[config.mk]
export PLATFORM = sky130hd
export DESIGN_NAME = decoder2_4_seq_flat
export DESIGN_NICKNAME = d
export VERILOG_FILES = /design/src/rtl/decoder2_4_seq_if.sv /design/src/rtl/decoder2_4_seq.sv /design/src/flat_wrapper.sv
export SDC_FILE = /design/constraint.sdc
export NUM_CORES = 1
export LEC_CHECK = 0
export ABC_AREA = 1
export CORE_MARGIN = 2
export CORE_UTILIZATION = 52
export CTS_CLUSTER_SIZE = 8
export DETAILED_ROUTE_END_ITERATION = 6
export GPL_ROUTABILITY_DRIVEN = 0
export PLACE_DENSITY = 0.81
export SYNTH_ARGS = -nofsm -noshare
export SYNTH_HDL_FRONTEND = slang
export SYNTH_SLANG_ARGS = --single-unit
[constraint.sdc]
create_clock -name clk -period 1.75 [get_ports clk]
set_clock_uncertainty 0.2 [all_clocks]
set_input_delay 0.4375 -clock clk [delete_from_list [all_inputs] [get_ports clk]]
set_output_delay 0.4375 -clock clk [all_outputs]
set_load 0.05 [all_outputs]
[src/rtl/decoder2_4_seq_if.sv]
// Code handshake between an encoder-side source and the registered 2-to-4 decoder.
// The source drives the code and valid; the decoder returns ready.
interface decoder2_4_seq_if;
  logic valid_in;
  logic A1;
  logic A0;
  logic ready_out;

  modport master (
    output valid_in,
    output A1,
    output A0,
    input  ready_out
  );

  modport slave (
    input  valid_in,
    input  A1,
    input  A0,
    output ready_out
  );
endinterface

[src/rtl/decoder2_4_seq.sv]
// Registered 2-to-4 decoder: each accepted code drives one one-hot line for HOLD_CYCLES,
// then GAP_CYCLES of zeros and one mandatory idle cycle. Scan mode self-generates codes 0..3.
module decoder2_4_seq #(
  parameter int HOLD_CYCLES = 4,
  parameter int GAP_CYCLES  = 1,
  parameter int CNT_W       = 8
) (
  input  logic            clk,
  input  logic            rst,
  input  logic            en,
  input  logic            scan,
  decoder2_4_seq_if.slave code_if,
  output logic            Y3,
  output logic            Y2,
  output logic            Y1,
  output logic            Y0,
  output logic            busy,
  output logic            done
);

  // state   | meaning
  // ST_IDLE | waiting for a handshake or scan accept; outputs low
  // ST_HOLD | one-hot line driven, counter runs down the hold time
  // ST_GAP  | outputs forced low, counter runs down the gap time
  typedef enum logic [1:0] {
    ST_IDLE = 2'd0,
    ST_HOLD = 2'd1,
    ST_GAP  = 2'd2
  } state_e;

  localparam logic [CNT_W-1:0] HOLD_LOAD = CNT_W'(HOLD_CYCLES - 1);
  localparam logic [CNT_W-1:0] GAP_LOAD  = (GAP_CYCLES > 0) ? CNT_W'(GAP_CYCLES - 1) : '0;
  localparam bit               HAS_GAP   = (GAP_CYCLES > 0);

  state_e           state_q, state_d;
  logic [CNT_W-1:0] cnt_q, cnt_d;
  logic [1:0]       idx_q, idx_d;
  logic [3:0]       y_q, y_d;
  logic             ready_q, ready_d;
  logic             busy_q, busy_d;
  logic             done_q, done_d;

  logic             hs_accept;
  logic             scan_accept;
  logic [1:0]       code;
  logic             cnt_zero;

  // en and scan are re-qualified here so a level change since the last edge wins over ready_q.
  assign hs_accept   = (state_q == ST_IDLE) & en & ~scan & ready_q & code_if.valid_in;
  assign scan_accept = (state_q == ST_IDLE) & en & scan;
  assign code        = scan_accept ? idx_q : {code_if.A1, code_if.A0};
  assign cnt_zero    = (cnt_q == '0);

  always_comb begin
    state_d = state_q;
    cnt_d   = cnt_q;
    idx_d   = idx_q;
    y_d     = y_q;
    done_d  = 1'b0;

    if (!en) begin
      // abort: drop the line, forget the timer, keep the scan position
      state_d = ST_IDLE;
      cnt_d   = '0;
      y_d     = 4'b0000;
    end else begin
      case (state_q)
        ST_IDLE: begin
          y_d = 4'b0000;
          if (hs_accept || scan_accept) begin
            y_d     = 4'b0001 << code;
            state_d = ST_HOLD;
            cnt_d   = HOLD_LOAD;
            if (scan_accept) begin
              idx_d = idx_q + 2'd1;
            end
          end
        end
        ST_HOLD: begin
          if (cnt_zero) begin
            y_d    = 4'b0000;
            done_d = 1'b1;
            if (HAS_GAP) begin
              state_d = ST_GAP;
              cnt_d   = GAP_LOAD;
            end else begin
              state_d = ST_IDLE;
              cnt_d   = '0;
            end
          end else begin
            cnt_d = cnt_q - CNT_W'(1);
          end
        end
        ST_GAP: begin
          y_d = 4'b0000;
          if (cnt_zero) begin
            state_d = ST_IDLE;
          end else begin
            cnt_d = cnt_q - CNT_W'(1);
          end
        end
        default: begin
          state_d = ST_IDLE;
          cnt_d   = '0;
          y_d     = 4'b0000;
        end
      endcase
    end

    ready_d = (state_d == ST_IDLE) & en & ~scan;
    busy_d  = (state_d != ST_IDLE);
  end

  always_ff @(posedge clk) begin
    if (rst) begin
      state_q <= ST_IDLE;
      cnt_q   <= '0;
      idx_q   <= 2'd0;
      y_q     <= 4'b0000;
      ready_q <= 1'b0;
      busy_q  <= 1'b0;
      done_q  <= 1'b0;
    end else begin
      state_q <= state_d;
      cnt_q   <= cnt_d;
      idx_q   <= idx_d;
      y_q     <= y_d;
      ready_q <= ready_d;
      busy_q  <= busy_d;
      done_q  <= done_d;
    end
  end

  assign code_if.ready_out = ready_q;
  assign {Y3, Y2, Y1, Y0}  = y_q;
  assign busy              = busy_q;
  assign done              = done_q;

endmodule

[src/flat_wrapper.sv]
// flat-port wrapper written by rule: the top's interface ports become plain ports
module decoder2_4_seq_flat 
#(
  parameter int HOLD_CYCLES = 4,
  parameter int GAP_CYCLES  = 1,
  parameter int CNT_W       = 8
)
  (clk, rst, en, scan, Y3, Y2, Y1, Y0, busy, done, code_if_valid_in, code_if_A1, code_if_A0, code_if_ready_out);
  decoder2_4_seq_if code_if_i ();
  input  logic clk;
  input  logic rst;
  input  logic en;
  input  logic scan;
  output logic Y3;
  output logic Y2;
  output logic Y1;
  output logic Y0;
  output logic busy;
  output logic done;
  input wire logic [$bits(code_if_i.valid_in)-1:0] code_if_valid_in;
  input wire logic [$bits(code_if_i.A1)-1:0] code_if_A1;
  input wire logic [$bits(code_if_i.A0)-1:0] code_if_A0;
  output wire logic [$bits(code_if_i.ready_out)-1:0] code_if_ready_out;
  assign code_if_i.valid_in = code_if_valid_in;
  assign code_if_i.A1 = code_if_A1;
  assign code_if_i.A0 = code_if_A0;
  assign code_if_ready_out = code_if_i.ready_out;
  decoder2_4_seq #(.HOLD_CYCLES(HOLD_CYCLES), .GAP_CYCLES(GAP_CYCLES), .CNT_W(CNT_W)) u_core (.clk(clk), .rst(rst), .en(en), .scan(scan), .code_if(code_if_i), .Y3(Y3), .Y2(Y2), .Y1(Y1), .Y0(Y0), .busy(busy), .done(done));
endmodule
* After elaboration in Yosys (flattened, before gate mapping) *
Cells that the tools add are included.

word-level totals
  word-level logic and storage cells = 48
  bits in registers = 19
  output and inout bits = 7
  input port bits = 7

operators by class
  reductions and logical operators = 9
  mux-type cells = 14
  eq/ne operators = 5
  $add $sub $neg = 2
  shift operators = 1
  bitwise operators = 10

operators with widths
  kind                                                                      count
  8-bit two-way mux                                                         3
  8-bit case mux with 3 select lines                                        1
  2-bit two-way mux                                                         5
  8-bit zero test                                                           1
  4-bit two-way mux                                                         2
  4-bit case mux with 2 select lines                                        1
  8-bit by 1-bit subtractor with 8-bit output (second input constant)       1
  1-bit bitwise AND                                                         7
  2-bit case mux with 3 select lines                                        1
  2-bit zero test                                                           2
  2-bit inequality test (second input constant)                             2
  4-bit AND reduction                                                       1
  1-bit by 2-bit << shifter with 4-bit output (first input constant)        1
  1-bit inverter                                                            3
  3-bit OR reduction                                                        1
  2-bit by 1-bit adder with 2-bit output (second input constant)            1
  2-bit by 1-bit == test with 1-bit output (second input constant)          1
  2-bit == test (second input constant)                                     1
  2-bit by 1-bit inequality test with 1-bit output (second input constant)  1
  2-bit AND reduction                                                       1
  2-bit nonzero test                                                        1
  2-bit OR reduction                                                        1
  1-bit logical OR                                                          1
  1-bit two-way mux                                                         1

* Depth between registers and ports, before layout *
Gate-level depths: netlist of the first run.

  depth after elaboration = 12
  gate-level depth with buffers = 11

* Worst setup path after synthesis of the first run *
OpenSTA, ideal clock, no wires.

  path kind = register to register
  from = reg u_core.ready_q, in the netlist u_core.code_if.ready_out
  to = reg u_core.cnt_q[2]
  arrival time = 1.324 ns
  period minus slack after synthesis = 1.637 ns
  setup slack = 0.113 ns
  stages on the path, launching flop included = 10
  buffers on the path = 0
  cells stage by stage = dfxtp_1 nand2_1 nand2_1 nand3_2 nand2_1 nand2_4 nor2_2 nand2_1 nand2_1 nor2_1

on the way
  word-level cells in the longest chain between the ends = 5

ends and longest elaborated chain
  item                             line                   text
  start, declared                  decoder2_4_seq.sv:39   logic ready_q, ready_d;
  start signal, assigned           decoder2_4_seq.sv:128  ready_q <= ready_d;
  1-bit bitwise AND (2 in a row)   decoder2_4_seq.sv:49   assign hs_accept = (state_q == ST_IDLE) & en & ~scan & ready_q & code_if.valid_in;
  1-bit logical OR                 decoder2_4_seq.sv:70   if (hs_accept || scan_accept) begin
  2-bit inequality test (no line)  --
  2-bit AND reduction (no line)    --
  end signal, assigned             decoder2_4_seq.sv:125  cnt_q <= cnt_d;
  end, declared                    decoder2_4_seq.sv:36   logic [CNT_W-1:0] cnt_q, cnt_d;

Every way passes these cells.
A chain may end at the register's enable or synchronous reset.

* Worst setup path after layout of the first run *
  from = in en
  to = reg u_core.cnt_q[2]

on the way
  word-level cells in the longest chain between the ends = 7
  elaborated cells on any way between the ends = 10
  classes of those cells = eq/ne: 1; bitwise: 6; reduce/logical: 3

ends and longest elaborated chain
  item                             line                                        text
  start, declared                  flat_wrapper.sv:12                          input logic en;
  1-bit bitwise AND                decoder2_4_seq.sv:49, decoder2_4_seq.sv:50
  1-bit bitwise AND (3 in a row)   decoder2_4_seq.sv:49
  1-bit logical OR                 decoder2_4_seq.sv:70
  2-bit inequality test (no line)  --
  2-bit AND reduction (no line)    --

Parallel ways exist; a longest one is shown, timed or not.

==> results.json, run 1 <==
{
  "final_cells": 195,
  "synth.avg_cell_area_um2": 6.687,
  "syn_to_final_growth_pct": 35.87,
  "cts_sinks": 19,
  "slew-limit-headroom_pct": 83.99,
  "combPwrFrac_pct": 24.3,
  "hold_buffers": 0,
  "hold_viol": 0,
  "die_area_um2": 2226,
  "p_leak_nw": 0.6033,
  "grt_pass1_wl_um": 3491,
  "clockRootBuffer": "clkbuf_4",
  "cts_buffers": 3,
  "synth_warnings": 0,
  "crit_path_end_kind": "register",
  "mostFrequentLayoutCell": "nand2_1",
  "grt.total_usage_pct": 22.06,
  "fmax_ghz": 0.5869,
  "status": "completed",
  "firstDrtPassIters": 4,
  "irDropWorstVdd_mv": 0.5220,
  "grt_pass1_vias": 878,
  "final_core_util_pct": 75.48,
  "coreArea_um2": 1745,
  "setup_ws_ps": 46.26,
  "wl_um": 2199,
  "period_needed_ps": 1704,
  "clk_latency_ps": 300,
  "p_per_area_nw_per_um2": 690.3,
  "path_max_fanout": 6,
  "final_layout_size_suffix_gt1_share_pct": 22.35,
  "final_max_slew_viol_count": 0,
  "nets": 179,
  "fin_hold_ws_ps": 211.5,
  "swShare_pct": 30.91,
  "drtIter0Drc": 7,
  "yosysUniqueCellTypes": 19,
  "grt_max_degree": 11,
  "pwr-share-clk_pct": 24.9,
  "postCtsSetupBuffers": 0,
  "finalCritPeriodShare_pct": 97.36,
  "die_h_um": 47.18,
  "p_int_mw": 0.6284,
  "postRouteAntennaNets": 0,
  "post-route-drc-count": 0,
  "htreeDepth": 1,
  "syn-num-nets": 153,
  "clkTransAtPathRegs_ps": 100,
  "tritoncts": "done",
  "syn_area_um2": 969.7,
  "wl_per_cell_um": 11.28,
  "p_sw_mw": 0.2812,
  "die_width_um": 47.18,
  "antenna_found_initial": 0,
  "ys_ff_latch": 19,
  "synth_top_area_cell": "dfxtp_1",
  "cp.required_ps": 1760,
  "globalRouteOverflowTotal": 0,
  "portBuffers": 13,
  "initial_core_util_pct": 55.56,
  "critPathLaunchType": "input port",
  "finalSetupTns_ps": 0,
  "hold_class": "input port to register",
  "antenna_cells": 0,
  "setup_viol": 0,
  "ctsResizeCount": 0,
  "syn_inst": 145,
  "row_count": 15,
  "netlist.area_leader.share_pct": 39.23,
  "tightestPinTransition_ps": 239.4,
  "dp.cells": 191,
  "synth_area_leaders": "dfxtp_1, nand2_1, inv_1",
  "seqPwrFrac_pct": 50.7,
  "dp_hpwl_um": 1650,
  "maxCapViolations": 0,
  "cp.arrival_ps": 1710,
  "dpl_worst_slack_ps": -257.9,
  "clockBufferDepth": 2,
  "path_class": "input port to register",
  "mostFrequentLayoutCells": "nand2_1, inv_1, dfxtp_1",
  "r2r_slack_ps": 90,
  "vias_per_cell": 4.964,
  "grt_setup_unrepaired": "true",
  "pin_count": 14,
  "dr_total_vias": 968,
  "ys_seq_area_share_pct": 39.23
}
[critical path, cell delays in order]
cell             delay [ps]
clkdlybuf4s50_1         600
nand3_2                 140
nand2_2                 120
nand2_4                 100
nor2_4                  130
nand2_1                  90
nand2_1                  70
nor2_1                   40
[flip-flops by register name (all words and copies together), names as in the netlist]
register	flops
u_core.code_if.ready_out	1
u_core.y_q	4
u_core.done	1
u_core.idx_q	2
u_core.state_q	2
u_core.cnt_q	8
u_core.busy	1
[Yosys cell counts]
| cell type | number |
|---|---|
| ha_1 | 1 |
| nand4_1 | 2 |
| nand2_2 | 2 |
| nand3_1 | 14 |
| o21ai_2 | 1 |
| inv_1 | 23 |
| nor2_2 | 5 |
| nor2_1 | 15 |
| nor3_1 | 1 |
| nand2_1 | 39 |
| nand2_4 | 1 |
| nor2_4 | 2 |
| dfxtp_1 | 19 |
| o21ai_1 | 2 |
| nand3_2 | 2 |
| nand3b_1 | 1 |
| a21oi_1 | 12 |
| xor2_1 | 1 |
| inv_2 | 2 |
[per-stage QoR]
stage	power, mW	instance area, um2
3_3_place_gp	0.6725	1261
2_1_floorplan	0.6029	969.7
4_1_cts	0.8994	1287
5_1_grt	0.9569	1318
3_5_place_dp	0.6793	1261
6_report	0.9095	1318
[worst paths after layout]
check / start / to / cells past startpoint
max: en / u_core.cnt_q[2] / 8
min: scan / u_core.code_if.ready_out / 2
max reg2reg: u_core.cnt_q[0] / u_core.code_if.ready_out / 10
min reg2reg: u_core.idx_q[0] / u_core.idx_q[0] / 2
[layer usage]
metal,wire length [um],global-route usage (%)
met1,964,27.74
met2,1108,36.71
met3,82,4.615
met4,43,8.889
met5,0,0
[logic make-up (layout without fill, tap and decap cells)]
logic type | after synthesis | in the layout | synth area share [%]
flip-flops | 19 | 19 | 39.23
buffers and inverters | 25 | 50 | 9.677
AND/OR/NAND/NOR | 84 | 84 | 40.77
adder cells (fa/ha/maj) | 1 | 1 | 1.290
AO/OA/AOI/OAI | 15 | 15 | 8.129
XOR/XNOR | 1 | 1 | 0.9034
[power by group through the flow]
stage | logic, mW | registers, mW | clock network (mW)
finish | 0.221 | 0.461 | 0.227
global route | 0.247 | 0.463 | 0.247
CTS | 0.210 | 0.461 | 0.228
detailed placement | 0.209 | 0.471 | 0
global placement | 0.203 | 0.470 | 0
floorplan | 0.124 | 0.479 | 0
[cell type report]
cell class | count | area (um2)
Clock buffer | 4 | 26.28
Fill cell | 131 | 427.9
Inverter | 25 | 93.84
Multi-Input combinational cell | 101 | 523.0
Sequential cell | 19 | 380.4
Tap cell | 25 | 31.28
Timing Repair Buffer | 21 | 262.8
(Power assumes the default switching activity.)
==> run 2, diff against run 1 <==
--- a/config.mk
+++ b/config.mk
@@ -7,11 +7,11 @@
 export LEC_CHECK = 0
 export ABC_AREA = 1
 export CORE_MARGIN = 2
-export CORE_UTILIZATION = 52
+export CORE_UTILIZATION = 55
 export CTS_CLUSTER_SIZE = 8
 export DETAILED_ROUTE_END_ITERATION = 6
 export GPL_ROUTABILITY_DRIVEN = 0
-export PLACE_DENSITY = 0.81
+export PLACE_DENSITY = 0.85
 export SYNTH_ARGS = -nofsm -noshare
 export SYNTH_HDL_FRONTEND = slang
 export SYNTH_SLANG_ARGS = --single-unit
==> constraint.sdc (replaced) <==
create_clock -name clk -period 2.2 [get_ports clk]
set_clock_uncertainty 0.2 [all_clocks]
set_input_delay 0.55 -clock clk [delete_from_list [all_inputs] [get_ports clk]]
set_output_delay 0.55 -clock clk [all_outputs]
set_load 0.05 [all_outputs]
==> results.json, run 2 (synthesis results as in run 1) <==
{
  "die_width_um": 45.99,
  "total_power_mw": 0.6963,
  "slew-limit-headroom_pct": 67.81,
  "max_stage_delay_ps": 530,
  "fmax_ghz": 0.5193,
  "hold_buffers": 0,
  "final_cells": 181,
  "mostFrequentLayoutCells": "nand2_1, inv_1, dfxtp_1",
  "p_per_area_nw_per_um2": 607.6,
  "post-route-drc-count": 0,
  "cp.arrival_ps": 1180,
  "setup_viol": 0,
  "die_h_um": 45.99,
  "largest_register": "u_core.cnt_q",
  "firstDrtPassIters": 4,
  "dp.cells": 177,
  "row_count": 15,
  "critPathLaunchType": "register",
  "cts_sinks": 19,
  "slowest_stage": "dlygate4sd2_1",
  "tritoncts": "done",
  "clk_latency_ps": 300,
  "vias_per_cell": 5.243,
  "hold_viol": 0,
  "grt_max_degree": 11,
  "antenna_found_initial": 0,
  "setup_ws_ps": 274.3,
  "status": "completed",
  "dp_hpwl_um": 1487,
  "antenna_cells": 0,
  "grt_pass1_vias": 783,
  "grt.total_usage_pct": 20.26,
  "largest_register_ffs": 8,
  "initial_core_util_pct": 57.41,
  "nets": 173,
  "mostFrequentLayoutCell": "nand2_1",
  "cts_buffers": 3,
  "dpl_cell_area_um2": 1121,
  "dpl_worst_slack_ps": 59.74,
  "grt_setup_unrepaired": "false",
  "final_layout_size_suffix_gt1_share_pct": 15.85,
  "tightestPinTransition_ps": 484.8,
  "dr_total_vias": 949,
  "cp.required_ps": 1450,
  "final_cell_area_um2": 1146,
  "postRouteAntennaNets": 0,
  "crit_path_end_kind": "primary output",
  "finalSetupTns_ps": 0,
  "grt_pass1_wl_um": 3077,
  "path_max_fanout": 1,
  "regArea_um2": 380.4,
  "fin_hold_ws_ps": 261.3,
  "final_core_util_pct": 67.85,
  "syn_to_final_growth_pct": 18.19,
  "multi_input_area_um2": 495.5,
  "period_needed_ps": 1926,
  "final_max_slew_viol_count": 0,
  "crit_chain": "dlygate4sd2_1",
  "drtIter0Drc": 23,
  "clkTransAtPathRegs_ps": 110,
  "crit_family": "buffers and inverters",
  "irDropWorstVdd_mv": 0.3726,
  "portBuffers": 13,
  "biggestRegsByFlops": "u_core.cnt_q: 8 flops, u_core.y_q: 4 flops",
  "pin_count": 14,
  "p_leak_nw": 0.5434,
  "globalRouteOverflowTotal": 0,
  "coreArea_um2": 1689,
  "worst-path-buf-inv": 1,
  "wl_um": 1882,
  "postCtsSetupBuffers": 0,
  "clockBufferDepth": 2,
  "wl_per_cell_um": 10.40,
  "maxCapViolations": 0,
  "die_area_um2": 2115,
  "finalCritPeriodShare_pct": 87.53,
  "htreeDepth": 1,
  "clockRootBuffer": "clkbuf_4",
  "hold_class": "register to register",
  "path_class": "register to primary output",
  "fillCellCount": 157
}
run 2: cell types whose count changed in the layout (fill, tap and decap cells not counted), sizes merged:
| cell | delta |
|---|---|
| dlygate4sd2 | +1 |
| clkdlybuf4s50 | +1 |
| dlymetal6s2s | -1 |
| buf | -7 |
run 2: tightest hold or removal path: stages (launching register included):
cell and delay (ps):
dfxtp_1 330, inv_1 50, a21oi_1 50
run 2: final timing paths:
path	from	slack [ps]	depth (start not counted)	endpoint
worst min-delay path	u_core.idx_q[0]	260	2	u_core.idx_q[0]
worst min register to register	u_core.idx_q[0]	260	2	u_core.idx_q[0]
worst max register to register	u_core.cnt_q[0]	400	11	u_core.cnt_q[3]
worst max-delay path	u_core.done	270	1	done
run 2: final cells by class:
| class | count | area share (%) |
|---|---|---|
| multi-input cells | 101 | 43.23 |
| flip-flops and latches | 19 | 33.19 |
| repair buffers | 15 | 11.24 |
| inverters | 25 | 8.188 |
| clock buffers | 4 | 2.293 |
| well taps | 17 | 1.856 |
run 2: repair_timing:
item,CTS,global route
endpoints found under the setup margin,1,0
endpoints found under the hold margin,0,0
resized for setup,1,0
run 2: routing by layer:
layer  wire, um  share of wire [%]  GRT usage (%)  up-vias
met5          0                  0              0        -
met2        960                 51          36.94       15
met1        834                 44          23.26      436
met4         36                1.9          8.571        0
met3         51                2.7          2.381        5
li1           -                  -              -      493
run 2: where the power goes:
| part | switching (mW) | internal (mW) | total [mW] |
|---|---|---|---|
| Combinational | 0.0954 | 0.0540 | 0.149 |
| Clock | 0.112 | 0.0707 | 0.183 |
| Sequential | 0.00784 | 0.356 | 0.364 |
| Total | 0.215 | 0.481 | 0.696 |
